### config.mk
export PLATFORM = sky130hd
export DESIGN_NAME = pio_edge_poller
export DESIGN_NICKNAME = d
export VERILOG_FILES = /design/src/rtl/pio_poll_pkg.sv /design/src/rtl/pio_poll_tstamp.sv /design/src/rtl/pio_edge_poller.sv
export SDC_FILE = /design/constraint.sdc
export NUM_CORES = 1
export LEC_CHECK = 0
export CORE_MARGIN = 5
export CORE_UTILIZATION = 60
export DETAILED_ROUTE_END_ITERATION = 16
export DONT_BUFFER_PORTS = 1
export PLACE_DENSITY_LB_ADDON = 0.12
export SLEW_MARGIN = 20
export SYNTH_ARGS = -nofsm -noshare
export SYNTH_HDL_FRONTEND = slang
export SYNTH_SLANG_ARGS = --single-unit
### constraint.sdc
create_clock -name clk -period 3 [get_ports clk]
set_input_delay 0.75 -clock clk [delete_from_list [all_inputs] [get_ports clk]]
set_output_delay 0.75 -clock clk [all_outputs]
set_load 0.01 [all_outputs]
### src/rtl/pio_poll_pkg.sv
// Shared types and constants for the edge-capture PIO poller.
package pio_poll_pkg;

  typedef enum logic [2:0] {
    ST_IDLE,
    ST_WAIT,
    ST_CAP_RD,
    ST_CAP_CHK,
    ST_CLR,
    ST_DAT_RD,
    ST_DAT_CHK,
    ST_EMIT
  } poll_state_e;

  // Register map of the edge-capturing PIO slave.
  localparam logic [1:0] PIO_ADDR_DATA = 2'd0;
  localparam logic [1:0] PIO_ADDR_EDGE = 2'd3;

endpackage

### src/rtl/pio_poll_tstamp.sv
// Free-running 32-bit cycle counter used to timestamp captured edges.
// Only instantiated when PIO_POLL_TIMESTAMP_EN is defined.
module pio_poll_tstamp (
  input  logic        clk,
  input  logic        reset,
  output logic [31:0] count
);

  // Count every clock, wrapping naturally from 0xFFFF_FFFF to 0.
  always_ff @(posedge clk or posedge reset) begin
    if (reset) count <= '0;
    else       count <= count + 32'd1;
  end

endmodule

### src/rtl/pio_edge_poller.sv
// Avalon-MM master that polls an edge-capturing PIO slave, clears the
// capture register on a hit, reads the data register and emits
// {data, edge mask} on a valid/ready stream.
// Optional feature macro: PIO_POLL_TIMESTAMP_EN adds out_timestamp.
module pio_edge_poller
  import pio_poll_pkg::*;
#(
  parameter int          DATA_W   = 32,
  parameter int unsigned POLL_GAP = 4
) (
  input  logic              clk,
  input  logic              reset,
  input  logic              enable,
  output logic [1:0]        avm_address,
  output logic              avm_chipselect,
  output logic              avm_write_n,
  output logic [DATA_W-1:0] avm_writedata,
  input  logic [DATA_W-1:0] avm_readdata,
  output logic [DATA_W-1:0] out_data,
  output logic [DATA_W-1:0] out_edges,
  output logic              out_valid,
  input  logic              out_ready,
  output logic              busy
`ifdef PIO_POLL_TIMESTAMP_EN
  ,
  output logic [31:0]       out_timestamp
`endif
);

  // Gap counter is loaded with POLL_GAP on entry to WAIT and counts down
  // to zero, so WAIT spans POLL_GAP+1 cycles (one cycle when POLL_GAP=0).
  localparam int GAP_W = (POLL_GAP < 2) ? 1 : $clog2(POLL_GAP + 1);
  localparam logic [GAP_W-1:0] GAP_LOAD = GAP_W'(POLL_GAP);

  poll_state_e      state;
  logic [GAP_W-1:0] gap_cnt;

  // The slave only ever sees zero on writes; the clear is address-driven.
  assign avm_writedata = '0;

  // Poll sequencer: state and every bus/stream output registered together,
  // with outputs set for the state being entered.
  always_ff @(posedge clk or posedge reset) begin
    // NOTE: sequential state uses non-blocking assignments only, so every
    // right-hand side below reads the pre-edge value of the registers.
    if (reset) begin
      state          <= ST_IDLE;
      gap_cnt        <= '0;
      avm_address    <= PIO_ADDR_DATA;
      avm_chipselect <= 1'b0;
      avm_write_n    <= 1'b1;
      out_data       <= '0;
      out_edges      <= '0;
      out_valid      <= 1'b0;
      busy           <= 1'b0;
    end else begin
      // Strobes default to idle so each access is exactly one cycle long.
      avm_chipselect <= 1'b0;
      avm_write_n    <= 1'b1;
      case (state)
        ST_IDLE: begin
          if (enable) begin
            state          <= ST_CAP_RD;
            avm_address    <= PIO_ADDR_EDGE;
            avm_chipselect <= 1'b1;
            busy           <= 1'b1;
          end
        end
        ST_CAP_RD: state <= ST_CAP_CHK;
        ST_CAP_CHK: begin
          if (avm_readdata != '0) begin
            out_edges      <= avm_readdata;
            state          <= ST_CLR;
            avm_address    <= PIO_ADDR_EDGE;
            avm_chipselect <= 1'b1;
            avm_write_n    <= 1'b0;
          end else begin
            state   <= ST_WAIT;
            gap_cnt <= GAP_LOAD;
          end
        end
        ST_CLR: begin
          state          <= ST_DAT_RD;
          avm_address    <= PIO_ADDR_DATA;
          avm_chipselect <= 1'b1;
        end
        ST_DAT_RD: state <= ST_DAT_CHK;
        ST_DAT_CHK: begin
          out_data  <= avm_readdata;
          out_valid <= 1'b1;
          state     <= ST_EMIT;
        end
        ST_EMIT: begin
          // Stall here with data frozen until the consumer accepts it.
          if (out_ready) begin
            out_valid <= 1'b0;
            if (enable) begin
              state   <= ST_WAIT;
              gap_cnt <= GAP_LOAD;
            end else begin
              state <= ST_IDLE;
              busy  <= 1'b0;
            end
          end
        end
        ST_WAIT: begin
          if (gap_cnt != '0) begin
            gap_cnt <= gap_cnt - GAP_W'(1);
          end else if (enable) begin
            state          <= ST_CAP_RD;
            avm_address    <= PIO_ADDR_EDGE;
            avm_chipselect <= 1'b1;
          end else begin
            state <= ST_IDLE;
            busy  <= 1'b0;
          end
        end
        default: begin
          state <= ST_IDLE;
          busy  <= 1'b0;
        end
      endcase
    end
  end

`ifdef PIO_POLL_TIMESTAMP_EN
  logic [31:0] tstamp_now;

  pio_poll_tstamp u_tstamp (
    .clk   (clk),
    .reset (reset),
    .count (tstamp_now)
  );

  // Capture the cycle count at the moment a nonzero edge mask is sampled.
  always_ff @(posedge clk or posedge reset) begin
    if (reset)
      out_timestamp <= '0;
    else if (state == ST_CAP_CHK && avm_readdata != '0)
      out_timestamp <= tstamp_now;
  end
`else
  // Timestamp feature not built: no counter and no out_timestamp port.
`endif

endmodule
# After elaboration in Yosys (flattened, before gate mapping)
# Index checks and enable logic that the tools add are counted.
[word_totals]
input_bits = 36
reg_bits = 76
out_inout_bits = 102
[op_classes]
addsub = 1
n_reduce_logical = 13
eq_ne = 14
mux = 29
[ops]
columns = ["op", "count"]
rows = [
  ["32-bit nonzero test", 1],
  ["3-bit two-way mux", 8],
  ["3-bit one-hot mux with 8 select lines", 1],
  ["2-bit != test (second input constant)", 7],
  ["3-bit equality test (second input constant)", 4],
  ["1-bit two-way mux", 11],
  ["3-bit one-hot mux with 3 select lines", 1],
  ["3-bit nonzero test", 3],
  ["2-bit two-way mux", 4],
  ["2-bit one-hot mux with 4 select lines", 1],
  ["3-bit by 2-bit equality test with 1-bit output (second input constant)", 2],
  ["3-bit AND reduction", 2],
  ["5-bit AND reduction", 1],
  ["1-bit one-hot mux with 4 select lines", 1],
  ["2-bit AND reduction", 2],
  ["4-bit AND reduction", 1],
  ["4-bit nonzero test", 1],
  ["3-bit by 1-bit equality test with 1-bit output (second input constant)", 1],
  ["3-bit zero test", 1],
  ["1-bit one-hot mux with 3 select lines", 1],
  ["3-bit by 1-bit subtractor with 3-bit output (second input constant)", 1],
  ["1-bit one-hot mux with 2 select lines", 1],
  ["2-bit nonzero test", 1],
]

# Depth between registers and ports, before layout
[logic_depth]
ltp_word = 3
depth_mapped = 6

# Worst setup path before layout
# No wires, ideal clock.
[synth_timing]
path_kind = "input to register"
from = "input avm_readdata[17]"
to = "register out_edges[0]"
setup_slack_ns = 0.826
t_required_ns = 2.875
path_stages = 5
arrival_time_ns = 2.050
setup_ns = 0.125
cell_sequence = "nor4_1 > nand4_1 > o21ai_4 > buf_6 > mux2_2"
[synth_via]
elab_chain_cells = 2
[synth_rtl]
columns = ["element", "line_no", "rtl"]
rows = [
  ["start, declared", "pio_edge_poller.sv:18", "input logic [DATA_W-1:0] avm_readdata,"],
  ["32-bit nonzero test", "pio_edge_poller.sv:71", "if (avm_readdata != '0) begin"],
  ["2-bit AND reduction (no line)", "-", ""],
  ["end signal, assigned", "pio_edge_poller.sv:72", "out_edges <= avm_readdata;"],
  ["end, declared", "pio_edge_poller.sv:20", "output logic [DATA_W-1:0] out_edges,"],
]
# No other way between the ends.
# A chain may end at the register's enable or synchronous reset.

# Worst setup path after layout
[layout_timing]
from = "input avm_readdata[1]"
to = "register out_edges[8]"
# Same word-level chain as after synthesis.

==> flow_summary.yaml <==
die:
  dieArea_um2: 7080
  num_rows: 27
  num_io_pins: 138
  die_w_um: 84.14
  initial_core_util_pct: 60.64
  coreArea_um2: 5439
  dieHeight_um: 84.14
synth:
  synth_edf_count: 0
  syn_area_um2: 3298
  yosysTopAreaCellShare_pct: 56.15
  async_flop_share_pct: 100.0
  syn_area_per_cell_um2: 13.25
  synth_seq_cells: 75
  netlist_top_cells_count: "dfrtp_1, mux2_2, buf_4, nor2_1, nor4_1"
  yosysTopAreaCell: "dfrtp_1"
  ys_warn_count: 0
  synth_cell_types: 33
  synth.most_common_cell: "dfrtp_1"
  ys_seq_area_share_pct: 56.94
  synth_area_leaders: "dfrtp_1, mux2_2, buf_4"
  synth_cells: 249
  synth_flop_cell: "dfrtp_1"
clock_network:
  clk_latency_ns: 0.34
  cts_tree: "done"
  post_cts_resized: 0
  cts_buffers: 9
  htreeDepth: 3
  cts_setup_buffers: 0
  ctsHoldBuffers: 0
  clockRootBuffer: "clkbuf_8"
  cts.sinks: 75
  path_clk_slew_ns: 0.07
  cts.path.max_buffers: 2
detailed_routing:
  drtIter0Drc: 75
  ant_nets: 0
  drc: 0
  met1_length_mm: 2.446
  wl_met2_mm: 3.195
  top_layer_used: "met4"
  num_vias: 1803
  avgRoutedWirePerCell_um: 19.64
  first_pass_iters: 4
  route.met3.wl_um: 710
  wl_mm: 6.423
  avgViaCountPerCell: 5.514
grt:
  grt_pass1_vias: 1897
  grt_pass1_wl_mm: 10.27
  overflow: 0
  grt_max_degree: 53
  track_usage_pct: 18.39
  antenna_found_initial: 0
setup_path:
  r2r-start: "state[2]"
  cpPeakStageDelay_ns: 0.37
  arrival_ns: 2.37
  critPathTopFamily: "simple AND/OR/NAND/NOR gates"
  crit_type: "in -> reg"
  r2r_slack_ns: 0.92
  r2r.worst_path.cells: 5
  crit_required_ns: 3.22
  worstSetupStartpointType: "input port"
  cp-end-kind: "flop"
  r2r-end: "out_data[16]"
  cpMaxStageDelayCell: "o21ai_4"
  critPathMaxFanout: 29
  path_buf_inv: 1
  path_cells: "nor4_1 -> nand4_1 -> o21ai_4 -> buf_12 -> mux2_2"
pwr:
  seq_power_share_pct: 50.4
  switching_share_pct: 34.08
  power.share.clock_pct: 23.0
  total_leakage_power_nw: 1.548
  power.total_mw: 4.374
  power.density_nw_per_um2: 1244
  peakVddDrop_v: 0.0006161
  internal_power_mw: 2.883
  pwr-share-comb_pct: 26.6
  p_sw_mw: 1.491
timing:
  finalMaxSlewViolations: 0
  post-route-period-util_pct: 71.80
  fin_setup_tns_ns: 0
  worst_pin_slew_ns: 0.6878
  setup_slack_ns: 0.8459
  fin_crit_ns: 2.154
  slew-limit-headroom_pct: 54.04
  clock_skew_ns: 0.005130
  finalHoldViolCount: 0
  fmax_mhz: 464.2
  setup_violations: 0
  rsz0062_at_grt: "no"
worst_hold_path:
  hp-class: "in -> async"
placed_design:
  io_buffers: 0
  gp_congestion: 0.7419
  hpwl_mm: 4.708
  dp_slack_ns: 0.4400
run_status:
  outcome: "finished clean"
cells_and_area:
  area_growth_pct: 6.639
  final_nets: 289
  insertedDiodeCount: 0
  nFillCells: 397
  layout-drive-gt1-share_pct: 32.94
run:
  cap_violations: 0
registers in the layout (all words and copies together) (netlist names):
signal,cells
out_data,32
avm_address,1
out_edges,32
gap_cnt,3
busy,1
state,3
avm_chipselect,1
avm_write_n,1
out_valid,1
per-layer routing:
layer	global-route usage, %	vias to the layer above
li1	-	813
met1	21.36	896
met2	29.91	85
met3	9.519	9
met4	5.263	0
met5	0	-
power by group through the flow:
stage	logic [mW]	clock network, mW	registers, mW
global route	1.29	1.07	2.27
detailed placement	1.18	0	2.23
finish	1.16	1.01	2.20
CTS	1.18	1.02	2.22
floorplan	1.11	0	2.03
global placement	1.12	0	2.23
kinds of logic (layout without fill, tap and decap cells):
group / Yosys count / after routing / share of synthesized area (%)
buffers and inverters: 49 / 24 / 10.09
and+or+nand+nor: 34 / 34 / 5.046
adders and majority gates: 2 / 2 / 0.7586
muxes: 64 / 64 / 21.85
AOI/OAI and AO/OA: 24 / 24 / 5.198
DFF: 75 / 75 / 56.94
other: 1 / 32 / 0.1137
cell usage in the layout, fill, tap and decap left out:
cell type,instances
a211oi_1,1
a21boi_0,1
a21oi_1,6
a221o_1,1
a221oi_1,1
a31oi_1,3
a32o_1,1
and3_1,2
buf_12,3
bufinv_16,4
clkbuf_8,10
clkinv_2,1
conb_1,32
dfrtp_1,74
dfstp_2,1
ha_1,2
inv_1,5
inv_2,1
mux2_1,2
mux2_2,62
nand2_1,6
nand3_1,1
nand4_1,2
nor2_1,10
nor2b_1,1
nor3_1,4
nor4_1,8
o21a_1,1
o21ai_0,5
o21ai_4,1
o221a_2,1
o22a_1,1
o32a_1,1
how the worst max path moves through the flow:
stage                     end             from  depth (start not counted)  slack (ns)
3_3_place_gp    out_edges[31]  avm_readdata[1]                          5        0.50
3_5_place_dp     out_edges[8]  avm_readdata[1]                          5        0.44
4_1_cts          out_edges[8]  avm_readdata[1]                          5        0.79
2_1_floorplan  avm_address[0]            reset                          1        0.34
5_1_grt          out_edges[8]  avm_readdata[1]                          5        0.68
6_report         out_edges[8]  avm_readdata[1]                          5        0.85
area by class of cell:
| type | count | area [um^2] | area share, % |
|---|---|---|---|
| Multi-Input combinational cell | 156 | 1204 | 34.22 |
| Clock buffer | 10 | 137.6 | 3.913 |
| Inverter | 6 | 22.52 | 0.6403 |
| Clock inverter | 5 | 125.1 | 3.557 |
| Sequential cell | 75 | 1878 | 53.40 |
| Tap cell | 72 | 90.09 | 2.561 |
| Timing Repair Buffer | 3 | 60.06 | 1.708 |
per-stage QoR:
stage	cells	hold WS (ns)	utilization (%)	cell area (um^2)
2_1_floorplan	280	0.4503	-	3415
3_3_place_gp	312	0.4716	59.83	3254
3_5_place_dp	312	0.4780	59.83	3254
4_1_cts	327	0.3386	64.67	3517
5_1_grt	327	0.3651	64.67	3517
6_report	327	0.3314	64.67	3517
Power figures use the tool's default switching activity.
